File: src/rtl/uart_defines.sv
// Shared definitions for the UART receive path.
// Latency: n/a (types, constants and a helper function only).
// Backpressure: n/a.
package uart_defines;

  // Record pushed into the receive FIFO: {data[7:0], break, parity_err, framing_err}
  localparam int UART_FIFO_REC_WIDTH = 11;
  localparam int UART_FIFO_COUNTER_W = 5;
  localparam int UART_TOC_W          = 10;

  // Line control register bit positions
  localparam int LCR_WLS_LO = 0;  // word length select, 0..3 -> 5..8 bits
  localparam int LCR_WLS_HI = 1;
  localparam int LCR_STB    = 2;  // two stop bits
  localparam int LCR_PEN    = 3;  // parity enable
  localparam int LCR_EPS    = 4;  // even parity select
  localparam int LCR_SP     = 5;  // stick parity

  // Flag positions inside the FIFO record
  localparam int REC_BREAK = 2;
  localparam int REC_PE    = 1;
  localparam int REC_FE    = 0;

  typedef enum logic [2:0] {
    S_IDLE,
    S_START,
    S_DATA,
    S_PARITY,
    S_STOP
  } rx_state_e;

  // Number of data bits for a word-length select value (5..8).
  function automatic logic [3:0] word_len(input logic [1:0] wls);
    return {2'b00, wls} + 4'd5;
  endfunction

endpackage

File: src/rtl/uart_rx_sync.sv
// Two-flop synchroniser for the asynchronous RX pad; idles high (line-idle level).
// Latency: 2 clk from pad to q_o.
// Backpressure: none, free-running.
// Ports: clk/rst_n clock and async active-low reset; d_i async input; q_o synchronised output.
module uart_rx_sync (
  input  logic clk,
  input  logic rst_n,
  input  logic d_i,
  output logic q_o
);

  logic sync1_q;
  logic sync2_q;

  always_ff @(posedge clk or negedge rst_n) begin
    if (!rst_n) begin
      sync1_q <= 1'b1;
      sync2_q <= 1'b1;
    end else begin
      sync1_q <= d_i;
      sync2_q <= sync1_q;
    end
  end

  assign q_o = sync2_q;

endmodule

File: src/rtl/uart_rx_core.sv
// UART receive front end: start detect, 16x-oversampled deserialise, parity/stop check, char timeout.
// Latency: record pushed 1 clk after the stop-bit sample tick (8N1: tick T+151 after the start edge).
// Backpressure: none; rf_push is a one-clk strobe, the FIFO must accept or drop it.
// Ports: clk, rst_n; enable 16x tick; srx_pad_i async RX line; lcr line control;
//        rf_count/rf_pop FIFO fill and pop strobe; rf_data_in/rf_push record and push strobe;
//        rx_idle receiver idle; timeout_o character timeout.
module uart_rx_core
  import uart_defines::*;
#(
  parameter int fifo_width     = UART_FIFO_REC_WIDTH,
  parameter int fifo_counter_w = UART_FIFO_COUNTER_W,
  parameter int toc_w          = UART_TOC_W
) (
  input  logic                      clk,
  input  logic                      rst_n,
  input  logic                      enable,
  input  logic                      srx_pad_i,
  input  logic [7:0]                lcr,
  input  logic [fifo_counter_w-1:0] rf_count,
  input  logic                      rf_pop,
  output logic [fifo_width-1:0]     rf_data_in,
  output logic                      rf_push,
  output logic                      rx_idle,
  output logic                      timeout_o
);

  logic rx_s;

  uart_rx_sync u_sync (
    .clk   (clk),
    .rst_n (rst_n),
    .d_i   (srx_pad_i),
    .q_o   (rx_s)
  );

  rx_state_e             state_q, state_d;
  logic                  armed_q, armed_d;
  logic [3:0]            cnt_q, cnt_d;
  logic [2:0]            bit_q, bit_d;
  logic [7:0]            data_q, data_d;
  logic                  par_err_q, par_err_d;
  logic                  par_bit_q, par_bit_d;
  logic [5:0]            lcr_q, lcr_d;
  logic [fifo_width-1:0] rf_data_q, rf_data_d;
  logic                  rf_push_q, rf_push_d;
  logic [toc_w-1:0]      toc_q, toc_d;
  logic                  timeout_q, timeout_d;

  // lcr[7:6] belong to other UART blocks.
  logic unused_lcr;
  assign unused_lcr = ^lcr[7:6];

  // Character framing taken from the copy latched at the start edge.
  logic [2:0] last_bit;
  logic       pen;
  logic       exp_par;
  logic       brk;

  assign last_bit = {1'b0, lcr_q[LCR_WLS_HI:LCR_WLS_LO]} + 3'd4;
  assign pen      = lcr_q[LCR_PEN];
  assign exp_par  = lcr_q[LCR_SP] ? ~lcr_q[LCR_EPS]
                  : (lcr_q[LCR_EPS] ? ^data_q : ~^data_q);
  // par_bit_q stays 0 when parity is disabled, so it only vetoes a break when a 1 was seen.
  assign brk      = (data_q == 8'h00) && !par_bit_q && !rx_s;

  // Timeout threshold follows the live lcr: four characters of 16 ticks per bit.
  logic [3:0]       char_bits;
  logic [toc_w-1:0] toc_value;

  assign char_bits = 4'd2 + word_len(lcr[LCR_WLS_HI:LCR_WLS_LO])
                   + {3'b000, lcr[LCR_PEN]} + {3'b000, lcr[LCR_STB]};
  assign toc_value = toc_w'({char_bits, 6'b000000});

  always_comb begin
    state_d   = state_q;
    armed_d   = armed_q;
    cnt_d     = cnt_q;
    bit_d     = bit_q;
    data_d    = data_q;
    par_err_d = par_err_q;
    par_bit_d = par_bit_q;
    lcr_d     = lcr_q;
    rf_data_d = rf_data_q;
    rf_push_d = 1'b0;

    if (enable) begin
      unique case (state_q)
        S_IDLE: begin
          // armed only sets here, so a break or framing error that leaves the
          // line low cannot restart until the line has been seen high again.
          if (rx_s) begin
            armed_d = 1'b1;
          end else if (armed_q) begin
            armed_d   = 1'b0;
            lcr_d     = lcr[5:0];
            cnt_d     = 4'd0;
            bit_d     = 3'd0;
            data_d    = 8'h00;
            par_err_d = 1'b0;
            par_bit_d = 1'b0;
            state_d   = S_START;
          end
        end
        S_START: begin
          cnt_d = cnt_q + 4'd1;
          // cnt_q==6 is tick T+7, the middle of the start bit.
          if (cnt_q == 4'd6) begin
            cnt_d   = 4'd0;
            state_d = rx_s ? S_IDLE : S_DATA;
          end
        end
        S_DATA: begin
          // cnt wraps 15->0, so every later sample lands 16 ticks apart.
          cnt_d = cnt_q + 4'd1;
          if (cnt_q == 4'd15) begin
            data_d[bit_q] = rx_s;
            bit_d         = bit_q + 3'd1;
            if (bit_q == last_bit) begin
              state_d = pen ? S_PARITY : S_STOP;
            end
          end
        end
        S_PARITY: begin
          cnt_d = cnt_q + 4'd1;
          if (cnt_q == 4'd15) begin
            par_bit_d = rx_s;
            par_err_d = (rx_s != exp_par);
            state_d   = S_STOP;
          end
        end
        S_STOP: begin
          cnt_d = cnt_q + 4'd1;
          if (cnt_q == 4'd15) begin
            // Only the first stop bit is checked; a second one is left to idle.
            rf_data_d = fifo_width'({data_q, brk, par_err_q, ~rx_s});
            rf_push_d = 1'b1;
            state_d   = S_IDLE;
          end
        end
        default: begin
          state_d = S_IDLE;
        end
      endcase
    end
  end

  always_comb begin
    toc_d = toc_q;
    if ((rf_count == '0) || rf_push_q || rf_pop) begin
      toc_d = '0;
    end else if (enable && (toc_q < toc_value)) begin
      toc_d = toc_q + 1'b1;
    end
    timeout_d = (toc_d == toc_value);
  end

  always_ff @(posedge clk or negedge rst_n) begin
    if (!rst_n) begin
      state_q   <= S_IDLE;
      armed_q   <= 1'b0;
      cnt_q     <= 4'd0;
      bit_q     <= 3'd0;
      data_q    <= 8'h00;
      par_err_q <= 1'b0;
      par_bit_q <= 1'b0;
      lcr_q     <= 6'd0;
      rf_data_q <= '0;
      rf_push_q <= 1'b0;
      toc_q     <= '0;
      timeout_q <= 1'b0;
    end else begin
      state_q   <= state_d;
      armed_q   <= armed_d;
      cnt_q     <= cnt_d;
      bit_q     <= bit_d;
      data_q    <= data_d;
      par_err_q <= par_err_d;
      par_bit_q <= par_bit_d;
      lcr_q     <= lcr_d;
      rf_data_q <= rf_data_d;
      rf_push_q <= rf_push_d;
      toc_q     <= toc_d;
      timeout_q <= timeout_d;
    end
  end

  assign rf_data_in = rf_data_q;
  assign rf_push    = rf_push_q;
  assign rx_idle    = (state_q == S_IDLE);
  assign timeout_o  = timeout_q;

endmodule

File: config.mk
export PLATFORM = sky130hd
export DESIGN_NAME = uart_rx_core
export DESIGN_NICKNAME = d
export VERILOG_FILES = /design/src/rtl/uart_defines.sv /design/src/rtl/uart_rx_sync.sv /design/src/rtl/uart_rx_core.sv
export SDC_FILE = /design/constraint.sdc
export NUM_CORES = 1
export LEC_CHECK = 0
export CAP_MARGIN = 30
export CELL_PAD_IN_SITES_DETAIL_PLACEMENT = 1
export CELL_PAD_IN_SITES_GLOBAL_PLACEMENT = 1
export CORE_MARGIN = 2
export CORE_UTILIZATION = 44
export DETAILED_ROUTE_END_ITERATION = 6
export PLACE_DENSITY_LB_ADDON = 0.1
export SLEW_MARGIN = 20
export SYNTH_ARGS = -nofsm -noshare
export SYNTH_HDL_FRONTEND = slang
export SYNTH_SLANG_ARGS = --single-unit
File: constraint.sdc
create_clock -name clk -period 2.6 [get_ports clk]
set_input_delay 0.26 -clock clk [delete_from_list [all_inputs] [get_ports clk]]
set_output_delay 0.26 -clock clk [all_outputs]
set_load 0.01 [all_outputs]
==> results.txt <==
----------------------------------------------------
[Status]
  Status ... finished with violations
  Failing checks ... setup timing

[Floorplanning]
  Initial cell density of the core ... 0.4524
  Core Region ... 0.006314 mm2
  Cell Rows ... 29
  Chip width ... 84.58 um
  Die outline area ... 0.007153 mm2
  Number of top-level pins ... 32
  Vertical extent of the die ... 84.58 um

[Global route]
  First-pass GRT wire length ... 11470 um
  Pin count of the biggest net entering global routing ... 24
  GR Overflow Total ... 0
  Global router's overall resource usage ... 0.1994
  Number of antenna violations at the first check in global routing ... 0
  Via count of the first global-routing pass ... 2416

[Timing]
  Minimum setup slack in the final design ... -0.1850 ns
  Fin Clk Skew ... 0.009199 ns
  Remaining max-slew budget at the tightest pin ... 0.5837
  Period minus WS final ... 2.785 ns
  Setup repair after global routing missed its margin ... yes
  Hold Violations, Final ... 0
  Final setup viols ... 1
  Max Transition Viols Final ... 0
  Slew at the pin closest to its max-slew limit ... 0.6167 ns
  Max frequency ... 359.1 MHz
  Post-route fraction of the period consumed by the critical path ... 1.071

[Clocking]
  Max Root-Sink Buffers ... 2
  Later-pin clock latency in the skew report ... 0.31 ns
  Clk sink count ... 51
  Number of buffers created by CTS ... 5
  CTS Root Cell ... sky130_fd_sc_hd__clkbuf_8
  Post-CTS clock slew at the launch and capture registers of the worst setup and hold paths ... 0.10 ns
  H-tree levels ... 2
  CTS tree ... built

[Synth]
  Post-Synthesis Cells ... 284
  Cell types occupying the most area after synthesis ... sky130_fd_sc_hd__dfrtp_1 43%, sky130_fd_sc_hd__ha_1 6.1%, sky130_fd_sc_hd__mux2_2 5.9%
  Sequential share of the synthesized area ... 0.4477
  EDFF count, synth ... 0
  Proportion of register bits with asynchronous set or reset after synthesis ... 1.000
  Synth Warn # ... 0
  Post-synthesis average cell area ... 10.06 um2
  Top cell type's share of synthesized area ... 0.4293
  Seq cells post-synth ... 51
  Netlist cell types ... 47
  Cell Area, Synth ... 0.002856 mm2
  Syn_nets ... 317
  Dominant cell type by area after synthesis ... sky130_fd_sc_hd__dfrtp_1
  Leading register cell type out of synthesis ... sky130_fd_sc_hd__dfrtp_1

[Route]
  Pre-Repair DR Iteration Count ... 4
  Number of DRC markers after the initial detailed-route iteration ... 148
  Via-per-instance ratio ... 5.447
  DRC violation count after routing ... 0
  Final Routed Wirelength ... 6810 um
  Remaining antenna violation count after routing ... 0
  Vias after detailed routing ... 2277
  Routed length per placed instance ... 16.29 um

[Power]
  Leakage dissipation ... 1.584 nW
  Worst IR Drop VDD ... 0.2987 mV
  PD cells ... 597.2 mW/mm2

[Critical path]
  Launch point of the critical path ... lcr[0]
  Required time of the worst setup path ... 2.86 ns
  Crit Path Category ... in2reg
  Maximum fanout along the worst path ... 5
  Worst path arrival time ... 3.04 ns
  Capturing element type of the critical path ... register
  Launching element type of the critical path ... input pin
  Startpoint of the lowest-slack register-to-register path ... cnt_q[0]

[Finish]
  Leading cell type in the layout, fill and taps excluded ... sky130_fd_sc_hd__dfrtp_1
  Proportion of layout cells with a drive suffix above 1 ... 0.2551
  Utilization after layout ... 0.5854
  Leading cell types in the layout, fill and taps excluded ... 49 x sky130_fd_sc_hd__dfrtp_1, 28 x sky130_fd_sc_hd__buf_4, 24 x sky130_fd_sc_hd__clkdlybuf4s50_1
  Layout Area Growth over Synthesis ... 29.39%
  Fin nets ... 373
  Post-route standard cell area excluding fillers ... 0.003696 mm2
  Antenna Cells ... 0

[Worst hold path]
  Path type of the worst min-delay path ... in2reg
  Critical hold path startpoint ... lcr[0]

[Place]
  Number of input and output port buffers inserted ... 29
  Placed wire-length estimate ... 4869 um
  Post-detailed-placement cell area ... 0.003425 mm2
  Final weighted congestion in routability-driven placement ... 0.7950

[Job]
  Number of max-cap violations ... 0

----------------------------------------------------
layout make-up:
type                       count  area (um2)
clock buffer                   5       68.82
clock inverter                 3       43.79
fill                         690        2618
inverter                      23       103.9
multi-input combinational    200        1584
sequential                    51        1279
tap                           77       96.34
timing repair buffer          59       520.5
critical path, cell delays in order:
cell and delay, ns:
sky130_fd_sc_hd__buf_8 0.09, sky130_fd_sc_hd__inv_12 0.03, sky130_fd_sc_hd__ha_4 0.25, sky130_fd_sc_hd__inv_2 0.03, sky130_fd_sc_hd__ha_4 0.15, sky130_fd_sc_hd__fa_2 0.37, sky130_fd_sc_hd__xor2_4 0.17, sky130_fd_sc_hd__ha_4 0.18
sky130_fd_sc_hd__nor4b_4 0.29, sky130_fd_sc_hd__o21ai_4 0.14, sky130_fd_sc_hd__a211oi_2 0.25, sky130_fd_sc_hd__xnor2_1 0.13, sky130_fd_sc_hd__or3b_1 0.36, sky130_fd_sc_hd__a21oi_1 0.14, sky130_fd_sc_hd__o2111a_1 0.18
synth_stat cells, types with 5 or more instances:
library cell and number:
sky130_fd_sc_hd__mux2_2 15, sky130_fd_sc_hd__xor2_1 5, sky130_fd_sc_hd__nand3_1 12, sky130_fd_sc_hd__ha_1 14, sky130_fd_sc_hd__o21ai_0 19, sky130_fd_sc_hd__nand4_1 6, sky130_fd_sc_hd__dfrtp_1 49, sky130_fd_sc_hd__nor2_1 18
sky130_fd_sc_hd__nand2_1 20, sky130_fd_sc_hd__xnor2_1 16, sky130_fd_sc_hd__clkbuf_1 7, sky130_fd_sc_hd__a21oi_1 11, sky130_fd_sc_hd__nor3b_1 5, sky130_fd_sc_hd__inv_1 23
flip-flops by register name, summed over array words and instances, names as in the netlist, 3 cells and up:
signal      flops
cnt_q           4
toc_q          10
bit_q           3
data_q          8
rf_data_in     11
state_q         3
lcr_q           5
per-stage QoR:
step	setup WS (ns)	setup TNS, ns	cells	power [W]	hold slack (ns)
final	-0.1850	-0.1850	418	0.002207	0.3113
after global routing	-0.2919	-0.3030	418	0.002355	0.3320
after CTS	-0.1801	-0.1801	417	0.002212	0.3100
after detailed placement	-1.184	-8.490	403	0.001622	0.2125
after global placement	-1.013	-6.953	403	0.001601	0.2052
after floorplan	-0.3355	-0.3420	284	0.001387	-0.03559
cell families (layout without fill, tap and decap cells):
logic type | count (synthesis) | in the layout | synth area share
DFF | 51 | 51 | 0.4477
xor gates and xnor gates | 22 | 22 | 0.07227
and+or+nand+nor | 92 | 92 | 0.1761
muxes | 18 | 18 | 0.06964
buffers and inverters | 33 | 90 | 0.04774
adders and majority gates | 15 | 15 | 0.06833
AOI/OAI and AO/OA | 53 | 53 | 0.1183
final timing paths:
check,end,slack (ns),cells past startpoint
setup / recovery,timeout_o,-0.18,15
hold / removal,lcr_q[0],0.31,4
setup reg to reg,state_q[2],0.32,6
hold reg to reg,u_sync.q_o,0.36,0
max in group asynchronous,bit_q[0],1.54,3
min in group asynchronous,cnt_q[0],0.41,2
metal layers:
metal | up-vias | part of all wire | routed length [um] | track usage
met5 | - | 0 | 0 | 0
met1 | 1141 | 0.44 | 2992 | 0.2440
li1 | 1102 | - | - | -
met4 | 0 | 0.016 | 108 | 0.07359
met2 | 26 | 0.52 | 3553 | 0.3508
met3 | 8 | 0.023 | 156 | 0.03540
power breakdown:
part,switching (W),internal (W)
Sequential,0.000112,0.000883
Combinational,0.000341,0.000304
Clock,0.000280,0.000287
Total,0.000733,0.00147
what timing repair did:
item,CTS,global route
pin swaps,18,7
hold buffers,1,0
setup buffers,5,1
endpoints found under the setup margin,11,4
endpoints found under the hold margin,15,0
gates resized for setup,28,7
Power figures use the tool's default switching activity.
==> variant: new RTL, same flow settings <==
The package constant `UART_FIFO_REC_WIDTH` goes from 11 to 22.
--- a/src/rtl/uart_defines.sv
+++ b/src/rtl/uart_defines.sv
@@ -5,5 +5,5 @@
 
   // Record pushed into the receive FIFO: {data[7:0], break, parity_err, framing_err}
-  localparam int UART_FIFO_REC_WIDTH = 11;
+  localparam int UART_FIFO_REC_WIDTH = 22;
   localparam int UART_FIFO_COUNTER_W = 5;
   localparam int UART_TOC_W          = 10;
Interface: changed (resized rf_data_in); port bits go from 32 to 43. The function was not compared with the original's and may differ.
==> variant against the unedited design <==
- cell area unchanged
- fmax down 2.6%
- register-to-register slack worse by 0.02 ns
- largest power group unchanged
- sequential cell count unchanged
- sequential power barely moved
- combinational power is 0.6% higher
- count of clock-buffer cells in the layout increased by 1
- the flow finishes with violations (design-rule violations, negative setup slack)
- setup slack lost 0.074 ns
- wire length grew 4.1%
- sequential share of layout area stayed put
- total power decreased by 4.2%
- area after synthesis grew 3.0%
- critical path type unchanged
==> variant: results (changes against the unedited design) <==
{| class="wikitable"
! Metric !! Value
|-
| Measured slew at the worst slew-check pin || 0.5851 ns (-0.03161 ns)
|-
| Placed Instance Area || 3466 µm² (+1.2%)
|-
| DPL Wire Length || 5100 µm (+4.7%)
|-
| Total congestion overflow after global routing || 0 (unchanged)
|-
| CP Capture Point || timeout_o
|-
| Maximum fanout encountered on the critical timing path || 5 (unchanged)
|-
| Clock insertion delay at the later pin of the skew report || 0.31 ns (about the same)
|-
| Main area contributors after synthesis || sky130_fd_sc_hd__dfrtp_1 (42%), sky130_fd_sc_hd__ha_1 (6.0%), sky130_fd_sc_hd__mux2_2 (5.7%)
|-
| Violated checks || design-rule violations, negative setup slack
|-
| Crit path setup slack, layout || -0.2586 ns (-0.07366 ns)
|-
| Hold Path Origin || lcr[3]
|-
| Area growth from synthesis to final layout || 25.60%
|-
| Wire length of the first global-routing pass || 11920 µm (+3.9%)
|-
| Number of distinct standard cells referenced by the synthesized netlist || 48 (+2.1%)
|-
| Maximum clock insertion buffer count || 2 (unchanged)
|-
| Fraction of power spent switching nets || 35.04% (+1.8 points)
|-
| Number of antenna violations at the first check in global routing || 0 (unchanged)
|-
| Number of buffers inserted during clock tree synthesis || 5 (unchanged)
|-
| Clock Tree Root || sky130_fd_sc_hd__clkbuf_8
|-
| Largest register FFs || 11 (unchanged)
|-
| Commonest cells in the netlist || sky130_fd_sc_hd__dfrtp_1 (49), sky130_fd_sc_hd__inv_1 (23), sky130_fd_sc_hd__nand2_1 (20), sky130_fd_sc_hd__o21ai_0 (19), sky130_fd_sc_hd__nor2_1 (18)
|-
| Setup slack of the most critical reg-to-reg path || 0.30 ns (-0.02 ns)
|-
| Number of detailed-routing iterations run before antenna repair || 7 (+3)
|-
| Via-to-Cell Ratio || 5.407 (-0.75%)
|-
| Final #Nets || 383 (+2.7%)
|-
| Maximum vdd drop || 0.1927 mV (-35%)
|-
| DRT Wirelength || 7088 µm (+4.1%)
|-
| Via count of the first global-routing pass || 2484 (+2.8%)
|-
| Skew final || 0.01294 ns (+0.003739 ns)
|-
| Terminating pin of the worst hold path || lcr_q[3]
|-
| Count of unresolved DRC violations after routing || 4 (+4)
|-
| Static Leak || 1.602 nW (+1.2%)
|-
| Count of warnings emitted by yosys || 0 (unchanged)
|-
| CTS H-tree depth || 2 (unchanged)
|-
| Result of the run || finished, violations left
|-
| Post-synthesis sequential area ratio || 43.45% (-1.3 points)
|-
| Hold crit path type || in -> reg
|-
| CP Launch Point || lcr[0]
|-
| Worst Hold Path Cells || 4 (unchanged)
|-
| Final RePlAce weighted congestion || 0.7817 (-1.7%)
|-
| Worst flop-to-flop path endpoint || state_q[2]
|-
| Worst reg2reg path startpoint || cnt_q[0]
|-
| Number of setup violations in the final report || 1 (unchanged)
|-
| Number of violations reported at the end of detailed-routing iteration 0 || 97 (-34%)
|-
| Layout cell share with drive strength beyond 1 || 23.65% (-1.9 points)
|-
| Number of inserted filler cells in the final layout || 718 (+4.1%)
|-
| Combined global-route utilization of all metal layers || 20.50% (+0.56 points)
|-
| Maximum number of pins on one net before global-route repair || 20 (-17%)
|}
-- variant: what timing repair did --
item	in CTS	in global routing
resized for setup	22	12
endpoints found under the hold margin	16	0
pin swaps	9	6
setup endpoints to repair	11	4
hold buffers	1	0
setup buffers	3	2
-- variant: cell type report --
class	instances	share of cell area, %
Clock buffer	6	1.963
Multi-Input combinational cell	211	43.57
Tap cell	77	2.607
Inverter	23	2.810
Timing Repair Buffer	58	14.08
Sequential cell	51	34.60
Clock inverter	2	0.3724
-- variant: worst max-delay path: stages --
cell	delay (ns)
sky130_fd_sc_hd__buf_8	0.09
sky130_fd_sc_hd__inv_12	0.03
sky130_fd_sc_hd__ha_4	0.25
sky130_fd_sc_hd__inv_2	0.03
sky130_fd_sc_hd__ha_4	0.15
sky130_fd_sc_hd__fa_2	0.54
sky130_fd_sc_hd__inv_2	0.05
sky130_fd_sc_hd__ha_4	0.25
sky130_fd_sc_hd__inv_1	0.06
sky130_fd_sc_hd__o21ai_4	0.22
sky130_fd_sc_hd__buf_4	0.18
sky130_fd_sc_hd__nand2_2	0.08
sky130_fd_sc_hd__nand2_1	0.10
sky130_fd_sc_hd__mux2_2	0.34
sky130_fd_sc_hd__o31ai_1	0.24
sky130_fd_sc_hd__o2111a_1	0.21
-- variant: power by group through the flow --
stage | clock network [W] | logic, W | registers [W]
final | 0.000468 | 0.000649 | 0.000997
after global routing | 0.000512 | 0.000735 | 0.00101
after CTS | 0.000481 | 0.000636 | 0.000995
after detailed placement | 0 | 0.000621 | 0.00101
after global placement | 0 | 0.000605 | 0.00101
after floorplan | 0 | 0.000442 | 0.000964
-- variant: cell families (layout without fill, tap and decap cells) --
kind of cell / Yosys count / count (layout) / synth area share [%]
multiplexers: 18 / 18 / 6.760
flip-flops: 51 / 51 / 43.45
buffers and inverters: 44 / 89 / 7.440
XOR/XNOR: 22 / 22 / 7.015
AO/OA/AOI/OAI: 53 / 53 / 11.48
AND/OR/NAND/NOR: 92 / 92 / 17.09
other: 1 / 11 / 0.1274
adder cells (fa/ha/maj): 15 / 15 / 6.633
-- variant: through the flow --
step / setup slack [ns] / setup TNS [ns] / std cells / hold slack [ns]
after global placement: -1.043 / -7.366 / 414 / 0.2212
after global routing: -0.3511 / -0.4339 / 428 / 0.3298
after CTS: -0.1843 / -0.1843 / 426 / 0.3173
after floorplan: -0.3355 / -0.3420 / 306 / -0.03559
final: -0.2586 / -0.2586 / 428 / 0.3157
after detailed placement: -1.136 / -8.342 / 414 / 0.2219
-- variant: routing by layer --
metal	GRT usage (%)	part of all wire, %	vias to the layer above
met4	4.329	1.3	0
li1	-	-	1108
met5	0	0	-
met3	3.272	2.3	8
met2	37.93	53	41
met1	25.12	43	1157
